<file path="src/rtl/debouncer_multi.sv">
// debouncer_multi: multi-channel pushbutton debouncer with lockout.
//
// Each channel synchronises its raw pad input, then a small FSM emits one
// single-cycle press pulse per accepted press and holds a debounced level
// while the channel is locked out. MODE 0 re-fires every LOCKOUT+1 cycles
// while the button is held. MODE 1 fires once per press and needs LOCKOUT
// consecutive low samples before it will accept another press.
//
// Ports:
//   clock      system clock, rising edge
//   reset_n    asynchronous active-low reset
//   pb_in      raw asynchronous button inputs, active-high
//   chan_en    per-channel enable (synchronous); 0 forces the channel idle
//   pb_pulse   registered one-cycle press pulse per channel
//   pb_level   registered debounced level (1 while channel is not idle)
//   any_pulse  registered OR of the press pulses, same cycle as pb_pulse

// debouncer_chan: one channel (synchroniser + lockout FSM + counter).
//
// Ports:
//   clock, reset_n  as above
//   pb_in           raw pad input for this channel
//   chan_en         channel enable
//   pulse_nxt       combinational "pulse on the next edge", used for any_pulse
//   pb_pulse        registered press pulse
//   pb_level        registered debounced level
module debouncer_chan #(
   parameter int COUNT_WIDTH = 32,
   parameter int LOCKOUT     = 50000000,
   parameter int SYNC_STAGES = 2,
   parameter int MODE        = 0
) (
   input  logic clock,
   input  logic reset_n,
   input  logic pb_in,
   input  logic chan_en,
   output logic pulse_nxt,
   output logic pb_pulse,
   output logic pb_level
);

   typedef enum logic [1:0] {
      IDLE     = 2'd0,
      HOLD     = 2'd1,
      REL_WAIT = 2'd2
   } state_t;

   // Terminal count: the counter never goes beyond LOCKOUT-1, so it can't wrap.
   localparam logic [COUNT_WIDTH-1:0] CNT_LAST  = COUNT_WIDTH'(LOCKOUT - 1);
   localparam state_t                 HOLD_EXIT = (MODE == 1) ? REL_WAIT : IDLE;

   logic [SYNC_STAGES-1:0] sync_q;
   logic                   s;
   state_t                 state_q, state_d;
   logic [COUNT_WIDTH-1:0] cnt_q, cnt_d;

   // Synchroniser runs regardless of chan_en so re-enabling sees a settled value.
   always_ff @(posedge clock or negedge reset_n) begin
      if (!reset_n) sync_q <= '0;
      else          sync_q <= {sync_q[SYNC_STAGES-2:0], pb_in};
   end

   assign s = sync_q[SYNC_STAGES-1];

   always_comb begin
      state_d   = state_q;
      cnt_d     = cnt_q;
      pulse_nxt = 1'b0;
      if (!chan_en) begin
         state_d = IDLE;
         cnt_d   = '0;
      end else begin
         case (state_q)
            IDLE: begin
               cnt_d = '0;
               if (s) begin
                  state_d   = HOLD;
                  pulse_nxt = 1'b1;
               end
            end
            // Input is ignored here: bounces during lockout never pulse.
            HOLD: begin
               if (cnt_q == CNT_LAST) begin
                  state_d = HOLD_EXIT;
                  cnt_d   = '0;
               end else begin
                  cnt_d = cnt_q + COUNT_WIDTH'(1);
               end
            end
            // Any high sample restarts the release window.
            REL_WAIT: begin
               if (s) begin
                  cnt_d = '0;
               end else if (cnt_q == CNT_LAST) begin
                  state_d = IDLE;
                  cnt_d   = '0;
               end else begin
                  cnt_d = cnt_q + COUNT_WIDTH'(1);
               end
            end
            default: begin
               state_d = IDLE;
               cnt_d   = '0;
            end
         endcase
      end
   end

   always_ff @(posedge clock or negedge reset_n) begin
      if (!reset_n) begin
         state_q  <= IDLE;
         cnt_q    <= '0;
         pb_pulse <= 1'b0;
         pb_level <= 1'b0;
      end else begin
         state_q  <= state_d;
         cnt_q    <= cnt_d;
         pb_pulse <= pulse_nxt;
         pb_level <= (state_d != IDLE);
      end
   end

endmodule

module debouncer_multi #(
   parameter int CHANNELS    = 4,
   parameter int COUNT_WIDTH = 32,
   parameter int LOCKOUT     = 50000000,
   parameter int SYNC_STAGES = 2,
   parameter int MODE        = 0
) (
   input  logic                clock,
   input  logic                reset_n,
   input  logic [CHANNELS-1:0] pb_in,
   input  logic [CHANNELS-1:0] chan_en,
   output logic [CHANNELS-1:0] pb_pulse,
   output logic [CHANNELS-1:0] pb_level,
   output logic                any_pulse
);

   logic [CHANNELS-1:0] pulse_nxt;

   debouncer_chan #(
      .COUNT_WIDTH (COUNT_WIDTH),
      .LOCKOUT     (LOCKOUT),
      .SYNC_STAGES (SYNC_STAGES),
      .MODE        (MODE)
   ) u_chan [CHANNELS-1:0] (
      .clock     (clock),
      .reset_n   (reset_n),
      .pb_in     (pb_in),
      .chan_en   (chan_en),
      .pulse_nxt (pulse_nxt),
      .pb_pulse  (pb_pulse),
      .pb_level  (pb_level)
   );

   // Registered from the same next-cycle terms as pb_pulse so it lines up exactly.
   always_ff @(posedge clock or negedge reset_n) begin
      if (!reset_n) any_pulse <= 1'b0;
      else          any_pulse <= |pulse_nxt;
   end

endmodule

</file>
<file path="config.mk">
export PLATFORM = sky130hd
export DESIGN_NAME = debouncer_multi
export DESIGN_NICKNAME = d
export VERILOG_FILES = /design/src/rtl/debouncer_multi.sv
export SDC_FILE = /design/constraint.sdc
export NUM_CORES = 1
export LEC_CHECK = 0
export CORE_MARGIN = 4
export CORE_UTILIZATION = 45
export CTS_CLUSTER_SIZE = 10
export DETAILED_ROUTE_END_ITERATION = 8
export DONT_BUFFER_PORTS = 1
export PLACE_DENSITY = 0.61
export SYNTH_ARGS = -nofsm -noshare
export SYNTH_HDL_FRONTEND = slang
export SYNTH_SLANG_ARGS = --single-unit
</file>
<file path="constraint.sdc">
create_clock -name clock -period 2.5 [get_ports clock]
set_input_delay 0 -clock clock [delete_from_list [all_inputs] [get_ports clock]]
set_output_delay 0 -clock clock [all_outputs]
set_load 0.05 [all_outputs]
</file>
Word-level counts from Yosys, hierarchy flattened
Cells that the tools add are included.
{"block": "op_classes", "muxes": 48, "n_bitwise": 0, "n_shift": 0, "n_div": 0, "reduce_logical": 9, "n_eq_ne": 12, "n_lt_le_gt_ge": 0, "multipliers": 0, "n_addsub": 4}
{"op": "2-to-1 mux 32 bit", "n": 12}
{"op": "one-hot mux 32 bit (2 select lines)", "n": 4}
{"op": "adder 32 x 1 -> 32 bit (second input constant)", "n": 4}
{"op": "== test 32 x 26 -> 1 bit (second input constant)", "n": 4}
{"op": "2-to-1 mux 2 bit", "n": 16}
{"op": "one-hot mux 2 bit (3 select lines)", "n": 4}
{"op": "2-to-1 mux 1 bit", "n": 12}
{"op": "== test 2 x 1 -> 1 bit (second input constant)", "n": 4}
{"op": "== test 2 bit (second input constant)", "n": 4}
{"op": "logical NOT 2 bit", "n": 4}
{"op": "nonzero test 2 bit", "n": 4}
{"op": "OR reduction 4 bit", "n": 1}
{"block": "totals", "latch_bits": 0, "mem_bits_rw": 0, "wordCells": 94, "romBits": 0, "regBits": 153, "n_memories": 0, "inputBits": 10}

Depth between registers and ports, before layout
{"block": "logic_depth", "ltp_word": 6, "ltp_mapped": 7, "mapped_depth_nobuf": 6}

Modules after synthesis
From an unflattened synthesis, not the netlist that was laid out.
{"block": "unflattened", "hier_cells": 818, "area_unflattened_um2": 8030.2}
{"mod": "debouncer_chan", "instances": 4, "area_per_inst_um2": 1999.4, "cells_per_inst": 204}
{"mod": "debouncer_multi", "instances": 1, "area_per_inst_um2": 32.5, "cells_per_inst": 2}

Worst setup path after synthesis
No wires, ideal clock.
{"block": "synth_path", "kind": "register to register", "startpoint": "reg u_chan[0].cnt_q[0]", "endpoint": "reg u_chan[0].cnt_q[28]", "arrival_time_ns": 2.041, "stages_incl_launch_ff": 8, "required_ns": 2.421, "path_slack_ns": 0.380, "path_cell_list": "dfrtp_1 -> ha_1 -> nand3_1 -> or4_1 -> clkbuf_1 -> buf_2 -> nor4b_1 -> mux2i_1"}
{"block": "synth_between", "elab_chain_len": 5, "word_cells_on_any_way": 6}
{"item": "from (decl)", "line": "55", "text": "logic [COUNT_WIDTH-1:0] cnt_q, cnt_d;"}
{"item": "from (signal assigned)", "line": "117", "text": "cnt_q <= cnt_d;"}
{"item": "adder 32 x 1 -> 32 bit or == test 32 x 26 -> 1 bit (tied branches)"}
{"item": "2-to-1 mux 32 bit *", "line": "83, 94"}
{"item": "2-to-1 mux 32 bit", "line": "92", "text": "if (s) begin"}
{"item": "one-hot mux 32 bit (2 select lines) *", "line": "73", "text": "case (state_q)"}
{"item": "2-to-1 mux 32 bit *", "line": "69", "text": "if (!chan_en) begin"}
{"item": "net u_chan[0].cnt_d[28]", "line": "55"}
The timed path passes the listed nets; every way through them passes the cells marked *.

Worst setup path in the final report
{"block": "layout_path", "startpoint": "reg u_chan[2].cnt_q[0]", "endpoint": "reg u_chan[2].cnt_q[26]"}
{"block": "layout_between", "elab_chain_len": 5, "word_cells_on_any_way": 6}
{"item": "from (decl)", "line": "55"}
{"item": "from (signal assigned)", "line": "117"}
{"item": "adder 32 x 1 -> 32 bit or == test 32 x 26 -> 1 bit (tied branches)"}
{"item": "2-to-1 mux 32 bit *", "line": "83, 94"}
{"item": "2-to-1 mux 32 bit", "line": "92"}
{"item": "one-hot mux 32 bit (2 select lines) *", "line": "73"}
{"item": "2-to-1 mux 32 bit *", "line": "69"}
{"item": "net u_chan[2].cnt_d[26]", "line": "55"}
Marked as above.

==> results.cfg <==
[die]
die_width_um = 146
die_area_um2 = 21300
die_h_um = 146
start_util_pct = 45.8
rows = 50
core_area_um2 = 18700
num_io_pins = 19

[setup_path]
worstPathArrival_ns = 2.68
crit_fanout = 12
worstPathRequired_ns = 2.84
critPathKind = flip-flop to flip-flop
setup.worst_path.end_class = flip-flop
startpoint_type = flip-flop

[yosys]
synth_xor_area_share_pct = 4.39
synth-simple-area-share_pct = 25.5
synth_mux_area_share_pct = 2.10
yosysSeqAreaShare_pct = 44.7
yosys.area.top_type = dfrtp_1
synth_area_um2 = 8570
synth_cell_type_count = 44
synth_top_family_by_area = simple AND/OR/NAND/NOR gates
synth_fa_ha_area_share_pct = 2.92
synth_top_area_share_pct = 44.7
yosys_warnings = 0
synth.area.top_cells = dfrtp_1 (45%), o31ai_1 (3.5%), or4_1 (3.4%), a211oi_1 (3.3%), ha_1 (2.9%)
syn_inst = 891
syn_area_per_cell_um2 = 9.62
synth_compound_area_share_pct = 15.4
syn-num-nets = 921
ys_ff_latch = 153

[timing]
rsz0062_at_grt = no
finalSetupViolCount = 0
worst_clock_skew_ns = 0.00851
fmax_mhz = 428
finalHoldViolCount = 153
tightest_slew_ns = 0.533
slew_violations = 0
finalCritPeriodShare_pct = 93.4
final.setup.worst_slack_ns = 0.165
slew_headroom_pct = 64.4
fin_crit_ns = 2.34
fin_setup_tns_ns = 0
hold_slack_ns = -0.730

[cts]
cts_buffer_depth = 2
clock_latency_ns = 0.43
root_buffer = clkbuf_16
htreeDepth = 4
cts_sinks = 153
cts_inserted_buffers = 17
cts_tree = done
clk_pin_slew_ns = 0.06
holdBufCountCts = 8

[global_routing]
grt_max_degree = 154
antenna_found_initial = 0
groute.usage.overall_pct = 17.8
grt_pass1_vias = 6431
grt_pass1_wl_mm = 32.0
overflow = 0

[pwr]
vdd_drop_max_mv = 0.460
p_clk_share_pct = 48.2
p_seq_share_pct = 48.8
switching_share_pct = 23.6
internal_power_w = 0.00406
powerDensity_nw_per_um2 = 559
leakage_nw = 3.32
switchingPower_w = 0.00125
pwr-share-comb_pct = 3.0

[routing]
first_iter_violations = 417
avgRoutedWirePerCell_um = 16.2
totalWireLength_mm = 18.4
drc_errors = 0
final_antenna_net_count = 0
num_vias = 6915
dr.pass1.iters = 5
viasPerCell = 6.09

[finish]
finalCoreUtilization_pct = 50.8
fin_nets = 919
antenna_cells = 0
stdcell_area_um2 = 9510
post_route_cells_drive_above_1_share_pct = 8.43
syn2layout_area_growth_pct = 10.9

[worst_hold_path]
holdCritPathClass = input pin to async pin

[outcome]
outcome = finished with violations
violations = negative hold slack

[placed_design]
place_area_um2 = 8840
hpwl_mm = 11.6
io_buffers = 0
post-place-ws_ns = 0.153
place_congestion = 0.801

[job]
drv_cap = 0
[final timing paths]
check	cells past startpoint	from	slack (ns)	endpoint
worst min-delay path	0	reset_n	-0.73	u_chan[2].pb_level
worst max register to register	5	u_chan[2].cnt_q[0]	0.16	u_chan[2].cnt_q[26]
min in group clock	3	chan_en[0]	0.04	u_chan[0].cnt_q[28]
worst min register to register	0	u_chan[2].sync_q[0]	0.35	u_chan[2].sync_q[1]
max in group asynchronous	0	reset_n	2.96	u_chan[1].cnt_q[1]
worst max-delay path	5	u_chan[2].cnt_q[0]	0.16	u_chan[2].cnt_q[26]
[layout make-up]
type | instances | area [um^2]
fill | 1737 | 9200
multi-input combinational | 638 | 4330
sequential | 153 | 3830
clock buffer | 20 | 437
timing repair buffer | 35 | 308
tap | 234 | 293
inverter | 44 | 165
clock inverter | 12 | 141
[state kept, by name (all words and copies together), names as in the netlist]
name,count
any_pulse,1
u_chan.cnt_q,128
u_chan.pb_level,4
u_chan.pb_pulse,4
u_chan.state_q,8
u_chan.sync_q,8
[cell families after synthesis]
logic type,after synthesis
AND/OR/NAND/NOR,377
AO/OA/AOI/OAI,180
flip-flops,153
buffers and inverters,100
XOR/XNOR,43
adder cells (fa/ha/maj),20
multiplexers,18
[routing by layer]
| metal | track usage, % | vias up | routed length, um |
|---|---|---|---|
| li1 | - | 3420 | - |
| met1 | 25.3 | 3400 | 9190 |
| met2 | 27.4 | 78 | 8490 |
| met3 | 3.69 | 17 | 480 |
| met4 | 5.97 | 0 | 286 |
| met5 | 0 | - | 0 |
[per-stage QoR]
| step | instances | power (W) |
|---|---|---|
| floorplan | 891 | 0.00276 |
| global placement | 1096 | 0.00279 |
| detailed placement | 1096 | 0.00279 |
| CTS | 1136 | 0.00538 |
| global route | 1136 | 0.00551 |
| finish | 1136 | 0.00531 |
[cell usage after synthesis, drive strengths merged]
library cell and count:
o31ai 41, a31oi 3, o41ai 9, ha 20, and3 12, nor4b 11, nand3 43, nor2 21
buf 24, nor2b 8, nor3 50, or4 41, and3b 1, o21ai 31, a211oi 45, or3 29
o311ai 21, or4b 1, inv 44, xor2 15, a21oi 17, mux2i 18, o211ai 7, or2 2
dfrtp 153, a21o 1, nand2b 3, clkbuf 32, nor3b 3, nand4 37, nand2 63, o311a 1
and2 6, xnor2 28, nand3b 1, o211a 4, and4 12, nor4 33
[critical path, stage by stage (launching register included)]
cell and delay (ns):
dfrtp_1 0.39, ha_1 0.21, nand3_1 0.10, or4_1 0.76, or4_4 0.59, a211oi_2 0.22
[power by group through the flow]
stage | Clock [W] | Sequential [W] | Combinational [W]
after global placement | 0 | 0.00264 | 0.000150
final | 0.00256 | 0.00259 | 0.000162
after global routing | 0.00274 | 0.00259 | 0.000182
after floorplan | 0 | 0.00258 | 0.000183
after CTS | 0.00263 | 0.00259 | 0.000163
after detailed placement | 0 | 0.00264 | 0.000151
[what timing repair did]
| item | CTS | global route |
|---|---|---|
| gates resized for setup | 0 | 1 |
| hold endpoints to repair | 187 | 153 |
| buffers inserted | 0 | 0 |
| setup endpoints to repair | 0 | 2 |
[layout by cell type (no fill, tap or decap), drive strengths merged, types with 4 or more instances in the layout]
cell         Yosys  final
mux2i           18     18
o311ai          21     21
nor4            33     33
nor2b            8      8
xor2            15     15
o31ai           41     41
xnor2           28     28
a211oi          45     45
o211a            4      4
dfrtp          153    153
clkbuf          32     20
nand2           63     63
nand3           43     43
inv             44     48
a21oi           17     17
o211ai           7      7
o21ai           31     31
or4             41     41
nor3            50     50
and4            12     12
dlygate4sd3      0      8
nor2            21     21
or3             29     29
and3            12     12
nand4           37     37
buf             24     27
and2             6      6
clkinv           0      4
o41ai            9      9
nor4b           11     11
ha              20     20
Power figures use the tool's default switching activity.
